==> config.mk <==
export PLATFORM = sky130hd
export DESIGN_NAME = sram_port_arbiter_flat
export DESIGN_NICKNAME = d
export VERILOG_FILES = /design/src/rtl/sram_port_arbiter_if.sv /design/src/rtl/sram_port_arbiter.sv /design/src/flat_wrapper.sv
export SDC_FILE = /design/constraint.sdc
export NUM_CORES = 1
export LEC_CHECK = 0
export CAP_MARGIN = 20
export CORE_AREA = 5 5 104 106
export CTS_CLUSTER_DIAMETER = 30
export DETAILED_ROUTE_END_ITERATION = 7
export DIE_AREA = 0 0 109 111
export RECOVER_POWER = 25
export SYNTH_ARGS = -nofsm -noshare
export SYNTH_HDL_FRONTEND = slang
export SYNTH_SLANG_ARGS = --single-unit
==> constraint.sdc <==
create_clock -name clk -period 1.37 [get_ports clk]
set_input_delay 0.137 -clock clk [delete_from_list [all_inputs] [get_ports clk]]
set_output_delay 0.137 -clock clk [all_outputs]
set_load 0.02 [all_outputs]
==> src/rtl/sram_port_arbiter_if.sv <==
// Request/response and SRAM-port bundle for sram_port_arbiter.
// The slave modport is the arbiter's view; master is the requesters' and SRAM's view.
interface sram_port_arbiter_if;
   logic        inst_req;
   logic [31:0] inst_addr;
   logic        inst_addr_ok;
   logic        inst_data_ok;
   logic [31:0] inst_rdata;

   logic        data_req;
   logic        data_wr;
   logic [3:0]  data_wstrb;
   logic [31:0] data_addr;
   logic [31:0] data_wdata;
   logic        data_addr_ok;
   logic        data_data_ok;
   logic [31:0] data_rdata;

   logic        sram_en;
   logic [3:0]  sram_we;
   logic [31:0] sram_addr;
   logic [31:0] sram_wdata;
   logic [31:0] sram_rdata;

   modport slave (
      input  inst_req, inst_addr,
      output inst_addr_ok, inst_data_ok, inst_rdata,
      input  data_req, data_wr, data_wstrb, data_addr, data_wdata,
      output data_addr_ok, data_data_ok, data_rdata,
      output sram_en, sram_we, sram_addr, sram_wdata,
      input  sram_rdata
   );

   modport master (
      output inst_req, inst_addr,
      input  inst_addr_ok, inst_data_ok, inst_rdata,
      output data_req, data_wr, data_wstrb, data_addr, data_wdata,
      input  data_addr_ok, data_data_ok, data_rdata,
      input  sram_en, sram_we, sram_addr, sram_wdata,
      output sram_rdata
   );
endinterface

==> src/rtl/sram_port_arbiter.sv <==
// Shares one synchronous SRAM port between fetch and load/store; data has priority.
// Define ARB_STARVE_GUARD_EN to bound fetch lock-out to STARVE_MAX lost arbitrations.
module sram_port_arbiter #(
   parameter int unsigned STARVE_MAX = 4
) (
   input logic             clk,
   input logic             resetn,
   sram_port_arbiter_if.slave bus
);

   if (STARVE_MAX < 1 || STARVE_MAX > 15) begin : g_bad_starve_max
      $error("STARVE_MAX must be in 1..15");
   end

   logic resp_valid_q, resp_valid_d;
   logic resp_owner_q, resp_owner_d;
   logic force_inst;
   logic grant_inst;
   logic grant_data;

`ifdef ARB_STARVE_GUARD_EN
   localparam logic [3:0] StarveMaxW = 4'(STARVE_MAX);

   logic [3:0] starve_cnt_q, starve_cnt_d;

   assign force_inst = bus.inst_req && (starve_cnt_q == StarveMaxW);

   always_comb begin
      starve_cnt_d = starve_cnt_q;
      if (!bus.inst_req || grant_inst) begin
         starve_cnt_d = 4'd0;
      end else if (bus.data_req && grant_data && (starve_cnt_q < StarveMaxW)) begin
         starve_cnt_d = starve_cnt_q + 4'd1;
      end
   end

   always_ff @(posedge clk or negedge resetn) begin
      if (!resetn) begin
         starve_cnt_q <= 4'd0;
      end else begin
         starve_cnt_q <= starve_cnt_d;
      end
   end
`else
   assign force_inst = 1'b0;
`endif

   // Grants are masked by reset so every output reads zero while resetn is low.
   assign grant_data = resetn && bus.data_req && !force_inst;
   assign grant_inst = resetn && bus.inst_req && !grant_data;

   always_comb begin
      bus.inst_addr_ok = grant_inst;
      bus.data_addr_ok = grant_data;
      bus.sram_en      = 1'b0;
      bus.sram_we      = 4'b0000;
      bus.sram_addr    = 32'h0;
      bus.sram_wdata   = 32'h0;
      if (grant_data) begin
         bus.sram_en    = 1'b1;
         bus.sram_we    = bus.data_wr ? bus.data_wstrb : 4'b0000;
         bus.sram_addr  = bus.data_addr;
         bus.sram_wdata = bus.data_wdata;
      end else if (grant_inst) begin
         bus.sram_en    = 1'b1;
         bus.sram_addr  = bus.inst_addr;
      end
   end

   always_comb begin
      resp_valid_d = grant_inst || grant_data;
      resp_owner_d = grant_data;
   end

   always_ff @(posedge clk or negedge resetn) begin
      if (!resetn) begin
         resp_valid_q <= 1'b0;
         resp_owner_q <= 1'b0;
      end else begin
         resp_valid_q <= resp_valid_d;
         resp_owner_q <= resp_owner_d;
      end
   end

   assign bus.inst_data_ok = resp_valid_q && !resp_owner_q;
   assign bus.data_data_ok = resp_valid_q && resp_owner_q;
   assign bus.inst_rdata   = resetn ? bus.sram_rdata : 32'h0;
   assign bus.data_rdata   = resetn ? bus.sram_rdata : 32'h0;

endmodule

==> src/flat_wrapper.sv <==
// flat-port wrapper written by rule: the top's interface ports become plain ports
module sram_port_arbiter_flat 
#(
   parameter int unsigned STARVE_MAX = 4
)
  (clk, resetn, bus_inst_req, bus_inst_addr, bus_inst_addr_ok, bus_inst_data_ok, bus_inst_rdata, bus_data_req, bus_data_wr, bus_data_wstrb, bus_data_addr, bus_data_wdata, bus_data_addr_ok, bus_data_data_ok, bus_data_rdata, bus_sram_en, bus_sram_we, bus_sram_addr, bus_sram_wdata, bus_sram_rdata);
  sram_port_arbiter_if bus_i ();
  input logic clk;
  input logic resetn;
  input wire logic [$bits(bus_i.inst_req)-1:0] bus_inst_req;
  input wire logic [$bits(bus_i.inst_addr)-1:0] bus_inst_addr;
  output wire logic [$bits(bus_i.inst_addr_ok)-1:0] bus_inst_addr_ok;
  output wire logic [$bits(bus_i.inst_data_ok)-1:0] bus_inst_data_ok;
  output wire logic [$bits(bus_i.inst_rdata)-1:0] bus_inst_rdata;
  input wire logic [$bits(bus_i.data_req)-1:0] bus_data_req;
  input wire logic [$bits(bus_i.data_wr)-1:0] bus_data_wr;
  input wire logic [$bits(bus_i.data_wstrb)-1:0] bus_data_wstrb;
  input wire logic [$bits(bus_i.data_addr)-1:0] bus_data_addr;
  input wire logic [$bits(bus_i.data_wdata)-1:0] bus_data_wdata;
  output wire logic [$bits(bus_i.data_addr_ok)-1:0] bus_data_addr_ok;
  output wire logic [$bits(bus_i.data_data_ok)-1:0] bus_data_data_ok;
  output wire logic [$bits(bus_i.data_rdata)-1:0] bus_data_rdata;
  output wire logic [$bits(bus_i.sram_en)-1:0] bus_sram_en;
  output wire logic [$bits(bus_i.sram_we)-1:0] bus_sram_we;
  output wire logic [$bits(bus_i.sram_addr)-1:0] bus_sram_addr;
  output wire logic [$bits(bus_i.sram_wdata)-1:0] bus_sram_wdata;
  input wire logic [$bits(bus_i.sram_rdata)-1:0] bus_sram_rdata;
  assign bus_i.inst_req = bus_inst_req;
  assign bus_i.inst_addr = bus_inst_addr;
  assign bus_inst_addr_ok = bus_i.inst_addr_ok;
  assign bus_inst_data_ok = bus_i.inst_data_ok;
  assign bus_inst_rdata = bus_i.inst_rdata;
  assign bus_i.data_req = bus_data_req;
  assign bus_i.data_wr = bus_data_wr;
  assign bus_i.data_wstrb = bus_data_wstrb;
  assign bus_i.data_addr = bus_data_addr;
  assign bus_i.data_wdata = bus_data_wdata;
  assign bus_data_addr_ok = bus_i.data_addr_ok;
  assign bus_data_data_ok = bus_i.data_data_ok;
  assign bus_data_rdata = bus_i.data_rdata;
  assign bus_sram_en = bus_i.sram_en;
  assign bus_sram_we = bus_i.sram_we;
  assign bus_sram_addr = bus_i.sram_addr;
  assign bus_sram_wdata = bus_i.sram_wdata;
  assign bus_i.sram_rdata = bus_sram_rdata;
  sram_port_arbiter #(.STARVE_MAX(STARVE_MAX)) u_core (.clk(clk), .resetn(resetn), .bus(bus_i));
endmodule
## Word level (Yosys, flattened, before mapping)

Cells that the tools add are included.
Widths: inputs -> output; s select.

- Register bits after elaboration: 2
- Bits of input ports: 137
- Output and inout port bits: 137

- Muxes and demuxes: 8
- Reductions and logical operators: 8

Operators by type and width:

| kind | number |
|---|---|
| $mux 32 | 4 |
| $mux 4 | 2 |
| $logic_and 1x1->1 | 5 |
| $logic_not 1->1 | 2 |
| $mux 1 | 2 |
| $logic_or 1x1->1 | 1 |

## Depth between registers and ports, before layout

Gate-level depths: netlist (run 1).

- Depth in word-level cells: 5
- Mapped depth: 5
- Depth with buffers taken out: 2

## Least setup slack after synthesis (run 1)

No wires, ideal clock.

- Kind: input port to output port
- From: input port resetn
- To: output port bus_inst_rdata[10]
- Data arrival time: 0.893 ns
- Required time: 1.233 ns
- Path slack: 0.340 ns
- Stages: 4
- Buffers on the path: 3
- Cells stage by stage: buf_6 > clkbuf_1 > and2_1 > buf_4

- Longest elaborated chain between the ends: 1

Ends and longest elaborated chain:

| item | line | text |
|---|---|---|
| start, declared | flat_wrapper.sv:9 | `input logic resetn;` |
| $mux 32 | -- |  |
| end, declared | flat_wrapper.sv:14 | `output wire logic [$bits(bus_i.inst_rdata)-1:0] bus_inst_rdata;` |

No other way between the ends.

## Worst setup path after layout (run 1)

- From: input port bus_sram_rdata[1]
- To: output port bus_data_rdata[1]

- Longest elaborated chain between the ends: 1

Ends and longest elaborated chain:

| item | line | text |
|---|---|---|
| start, declared | flat_wrapper.sv:27 | `input wire logic [$bits(bus_i.sram_rdata)-1:0] bus_sram_rdata;` |
| $mux 32 | sram_port_arbiter.sv:88 | `assign bus.data_rdata = resetn ? bus.sram_rdata : 32'h0;` |
| end, declared | flat_wrapper.sv:22 | `output wire logic [$bits(bus_i.data_rdata)-1:0] bus_data_rdata;` |

No other way between the ends.

==> results of run 1 <==
[worst max-delay path, delay by kind of cell]
family | cells | cell delay [ns]
buf+inv | 2 | 0.86
simple gates | 1 | 0.16
[worst paths after layout]
kind	startpoint	end	slack, ns	cells after the start
max in group asynchronous	resetn	u_core.resp_owner_q	0.65	3
min in group asynchronous	resetn	u_core.resp_valid_q	0.59	3
max	bus_sram_rdata[1]	bus_data_rdata[1]	0.08	3
min	resetn	u_core.resp_owner_q	0.51	3
[layout by cell type (no fill, tap or decap)]
| cell | synthesis | layout |
|---|---|---|
| clkdlybuf4s50_1 | 0 | 123 |
| dlygate4sd2_1 | 0 | 106 |
| and3_1 | 36 | 36 |
| nand2b_1 | 32 | 32 |
| nand3_1 | 32 | 32 |
| o21ai_1 | 32 | 32 |
| clkdlybuf4s15_2 | 0 | 26 |
| and2_0 | 0 | 19 |
| and2_1 | 34 | 15 |
| dlygate4sd3_1 | 0 | 11 |
| buf_4 | 32 | 6 |
| clkdlybuf4s15_1 | 0 | 6 |
| buf_12 | 0 | 5 |
| clkbuf_8 | 0 | 3 |
| dfrtp_1 | 2 | 2 |
| nand2_8 | 0 | 1 |
| nor2_1 | 1 | 1 |
| o21a_1 | 1 | 1 |
| nor2b_1 | 1 | 1 |
| buf_2 | 5 | 1 |
| clkbuf_4 | 0 | 1 |
[metrics by stage]
step                TNS, ns  instances
CTS                       0        593
finish                    0        593
global placement     -31.98        589
floorplan                 0        229
global route              0        593
detailed placement   -32.54        589
[cell type report]
cell class / instances / area, sq um
sequential: 2 / 50.0
timing repair buffer: 285 / 2780
tap: 133 / 166
multi-input combinational: 170 / 996
clock buffer: 3 / 41.3
fill: 1041 / 5650
[report_power, final]
part	total [mW]	switching, mW	leakage, nW	internal [mW]
Combinational	1.24	0.570	1.93	0.668
Clock	0.230	0.0447	0.0216	0.186
Sequential	0.0643	0.00132	0.0252	0.0630
Total	1.53	0.616	1.98	0.917
[Yosys cell counts]
library cell  number
o21ai_1           32
dfrtp_1            2
nor2_1             1
buf_2              5
buf_4             32
clkbuf_1           2
buf_6             10
nand2b_1          32
nand3_1           32
nand2_4            1
and2_1            34
o21a_1             1
clkbuf_2           8
nor2b_1            1
and3_1            36
[routing by layer]
layer	part of all wire, %	wire length [microns]	vias up	track usage (%)
met5	0	0	-	0
met4	2.3	218	0	4.38
met3	10	973	16	4.43
met2	52	4870	154	26.4
met1	36	3380	1020	15.6
li1	-	-	1199	-
[what timing repair did]
| action | in CTS | in global routing |
|---|---|---|
| buffers inserted | 0 | 0 |
| hold endpoints to repair | 2 | 0 |
| setup endpoints to repair | 137 | 0 |
| hold buffers | 1 | 0 |
| resized for setup | 198 | 0 |
[sequential cells by signal, indices dropped and copies added, names as in the netlist]
register,count
u_core.resp_owner_q,1
u_core.resp_valid_q,1
[cell families (layout without fill, tap and decap cells)]
family                 count (synthesis)  after routing  synth area share [%]
and+or+nand+nor                      137            137                  56.0
buffers and inverters                 57            288                  29.1
AOI/OAI and AO/OA                     33             33                  11.5
DFF                                    2              2                  3.42
==> results.md, run 1 <==
- Actual slew at the worst max-slew pin: 0.272 ns
- Post-route cell area: 0.00403 sq mm
- Final HPWL DP: 8030 microns
- Vias in the first global route: 2597
- Post-synthesis sequential area ratio: 3.42%
- Via count: 2389
- Area share of the leading cell type in the synthesized netlist: 16.4%
- Final worst slack: 0.0765 ns
- Iteration count of the initial detailed-routing pass: 4
- Synth warn: 0
- Crit. End Element: output port
- Status: finished clean
- CP Launch Type: input pin
- Worst path required time: 1.23 ns
- Final core occ: 41.7%
- Mapped Cells: 229
- CP max-delay cell: dlygate4sd3_1
- Max-slew headroom: 82.0%
- Pin count of the biggest net entering global routing: 43
- Dpl ws: -0.529 ns
- F_max: 773 MHz
- Final #Nets: 599
- Crit path DAT: 1.16 ns
- Synth area leaders: buf_4 (16%), and3_1 (15%), and2_1 (15%)
- Power Density: 380 mW/mm^2
- PortBufs: 273
- Hold/Removal Path Class: in -> reg
- Placement Cell Area: 0.00407 sq mm
- Tot Pwr: 1.53 mW
- Core Region: 0.00968 sq mm
- Max-cap violations: 0
- Global-route usage over all layers: 14.5%
- H-tree Lvls: 1
- Drt drc: 0
- Post-synthesis register bit count: 2
- Row cnt: 36
- Gpl congestion: 0.782
- Final count of hold timing violations: 0
- Mapped cell area: 0.00146 sq mm
- Syn Area/Cell: 6.39 sq um
- Mean routed wirelength per cell: 15.9 microns
- Synth-to-layout area growth: 176%
- Total CTS buffers: 3
- Vias/cell: 4.03
- CP max FO: 2
- Drt total wl: 9440 microns
- Final Cycle Share: 94.4%
- Global-route wire length before repair: 14100 microns
- Antenna Cells: 0
- Initial core utilization: 15.1%
- Fin. max-slew vios: 0
- Die X: 109 microns
- Unrepaired setup endpoints after global routing: no
- Initial DRC count: 64
- Leakage Power: 1.98 nW
- I/O pins: 274
- Synthesized net count: 366
- Clk buf depth: 2
- Post-synth top area cell: buf_4
- Initial antenna violation count: 0
- Die Area: 0.0121 sq mm
- Final setup fails: 0
- GR Overflow Total: 0
- VDD IR max: 0.203 mV
- Fraction of layout cells with a size suffix above 1: 9.35%
- Hold WS: 0.508 ns
- WS Path Type: in -> out
- Clk pin slew, worst setup/hold paths: 0.03 ns
- CP Cell Sequence: dlygate4sd3_1 -> and2_0 -> dlygate4sd2_1
- Root Driver: clkbuf_8
- Clock sinks: 2
- Fin crit period: 1.29 ns
- Crit-path max cell delay: 0.53 ns
- Post-route ant nets: 0
- Chip height: 111 microns
- Synth cell types: 15
- TritonCTS clock tree: done
(Power assumes the default switching activity.)
==> run 2, diff against run 1 <==
SKIP_CTS_REPAIR_TIMING = 1   (was default)
==> results.md, run 2 (synthesized netlist as in run 1, its figures left out) <==
- CP max-delay cell: o21ai_0
- Max-slew headroom: 76.1%
- Worst path required time: 1.23 ns
- Synth-to-layout area growth: 175%
- Iteration count of the initial detailed-routing pass: 4
- TritonCTS clock tree: done
- Initial antenna violation count: 0
- Clk pin slew, worst setup/hold paths: 0.03 ns
- CP Launch Type: input pin
- Fin. max-slew vios: 0
- Final setup fails: 0
- Sequential share of power: 4.2%
- Row cnt: 36
- Gpl congestion: 0.782
- Clock sinks: 2
- Worst path buffer plus inverter count: 2
- Global-route wire length before repair: 14000 microns
- Clk buf depth: 2
- Sw Share: 40.1%
- Die X: 109 microns
- WS Path Type: in -> out
- Leakage Power: 2.83 nW
- Crit-path max cell delay: 0.27 ns
- Global-route usage over all layers: 14.4%
- P_int: 0.925 mW
- P_sw: 0.618 mW
- FILL cells: 1004
- Crit. End Element: output port
- Total CTS buffers: 3
- Initial core utilization: 15.1%
- Unrepaired setup endpoints after global routing: no
- Fraction of layout cells with a size suffix above 1: 11.1%
- Max-cap violations: 0
- Root Driver: clkbuf_8
- Fin crit period: 1.21 ns
- Top Registers: u_core.resp_owner_q (1), u_core.resp_valid_q (1)
- Chip height: 111 microns
- VDD IR max: 0.178 mV
- Vias/cell: 4.07
- Final HPWL DP: 8030 microns
- Via count: 2410
- Drt drc: 0
- Antenna Cells: 0
- Vias in the first global route: 2582
- Status: finished clean
- Initial DRC count: 84
- Die Area: 0.0121 sq mm
- Most frequent cells in the layout: clkdlybuf4s50_1 (133), dlymetal6s2s_1 (83), and3_1 (36)
- Power Density: 384 mW/mm^2
- Hold WS: 0.00122 ns
- Actual slew at the worst max-slew pin: 0.358 ns
- Drt total wl: 9810 microns
- Final #Nets: 598
- Crit path DAT: 1.08 ns
- I/O pins: 274
- H-tree Lvls: 1
- Final Cycle Share: 88.5%
- Crit path capture: bus_sram_addr[19]
- Clk pwr share: 14.9%
- Critical path depth in cells: 4
- CP max FO: 33
- Core Region: 0.00968 sq mm
- GR Overflow Total: 0
- Setup crit start: resetn
- Post-route ant nets: 0
- Most common cell after layout, fill and taps aside: clkdlybuf4s50_1
- Largest delay contributor family on the critical path: buffers and inverters
- F_max: 825 MHz
- Logic pwr share: 80.9%
- Mean routed wirelength per cell: 16.6 microns
- Hold/Removal Path Class: in -> async
- Final count of hold timing violations: 0
- Pin count of the biggest net entering global routing: 43
- CP Cell Sequence: clkbuf_4 -> nand2_4 -> o21ai_0 -> clkbuf_2
- Final core occ: 41.5%
- PortBufs: 273
==> run 2: cell types whose count changed in the layout (fill, tap and decap cells not counted), sizes merged <==
cell           previous run  this run
clkbuf                    4        59
dlygate4sd3              11         0
dlygate4sd2             106         0
clkdlybuf4s15            32         0
clkdlybuf4s50           123       133
dlymetal6s2s              0        83
==> run 2: final cells by class <==
type	count	area, sq um	share of cell area [%]
multi-input cells	170	987	24.5
repair buffers	284	2780	69.0
clock buffers	3	41.3	1.03
well taps	133	166	4.14
flip-flops and latches	2	50.0	1.24
==> run 2: metal layers <==
layer	part of all wire (%)	track usage, %	wire length, microns
met1	34	15.5	3360
met5	0	0	0
met4	1.6	3.62	154
met3	10	4.54	1030
met2	54	26.5	5270
==> run 2: power groups by stage <==
stage | logic [mW] | registers [mW] | clock network (mW)
finish | 1.25 | 0.0642 | 0.231
global route | 1.33 | 0.0644 | 0.242
floorplan | 0.601 | 0.0645 | 0
global placement | 1.37 | 0.0646 | 0
detailed placement | 1.37 | 0.0648 | 0
CTS | 1.38 | 0.0642 | 0.241
==> run 2: worst min path at each step <==
stage	from	to	slack (ns)	cells after the start
final	resetn	u_core.resp_valid_q	0.001	2
after global routing	resetn	u_core.resp_valid_q	0.02	2
after CTS	resetn	u_core.resp_valid_q	0.07	2
after detailed placement	resetn	u_core.resp_owner_q	0.29	2
after global placement	resetn	u_core.resp_owner_q	0.28	2
after floorplan	resetn	u_core.resp_owner_q	-0.16	0
==> run 2: metrics by stage <==
stage,setup WS (ns),area [sq um],TNS [ns],std cells,total power [mW]
after floorplan,0.340,1460,0,229,0.666
after global placement,-0.514,4070,-31.98,589,1.44
after detailed placement,-0.529,4070,-32.54,589,1.44
after CTS,-0.535,4110,-33.92,592,1.69
after global routing,0.103,4020,0,592,1.64
final,0.158,4020,0,592,1.54
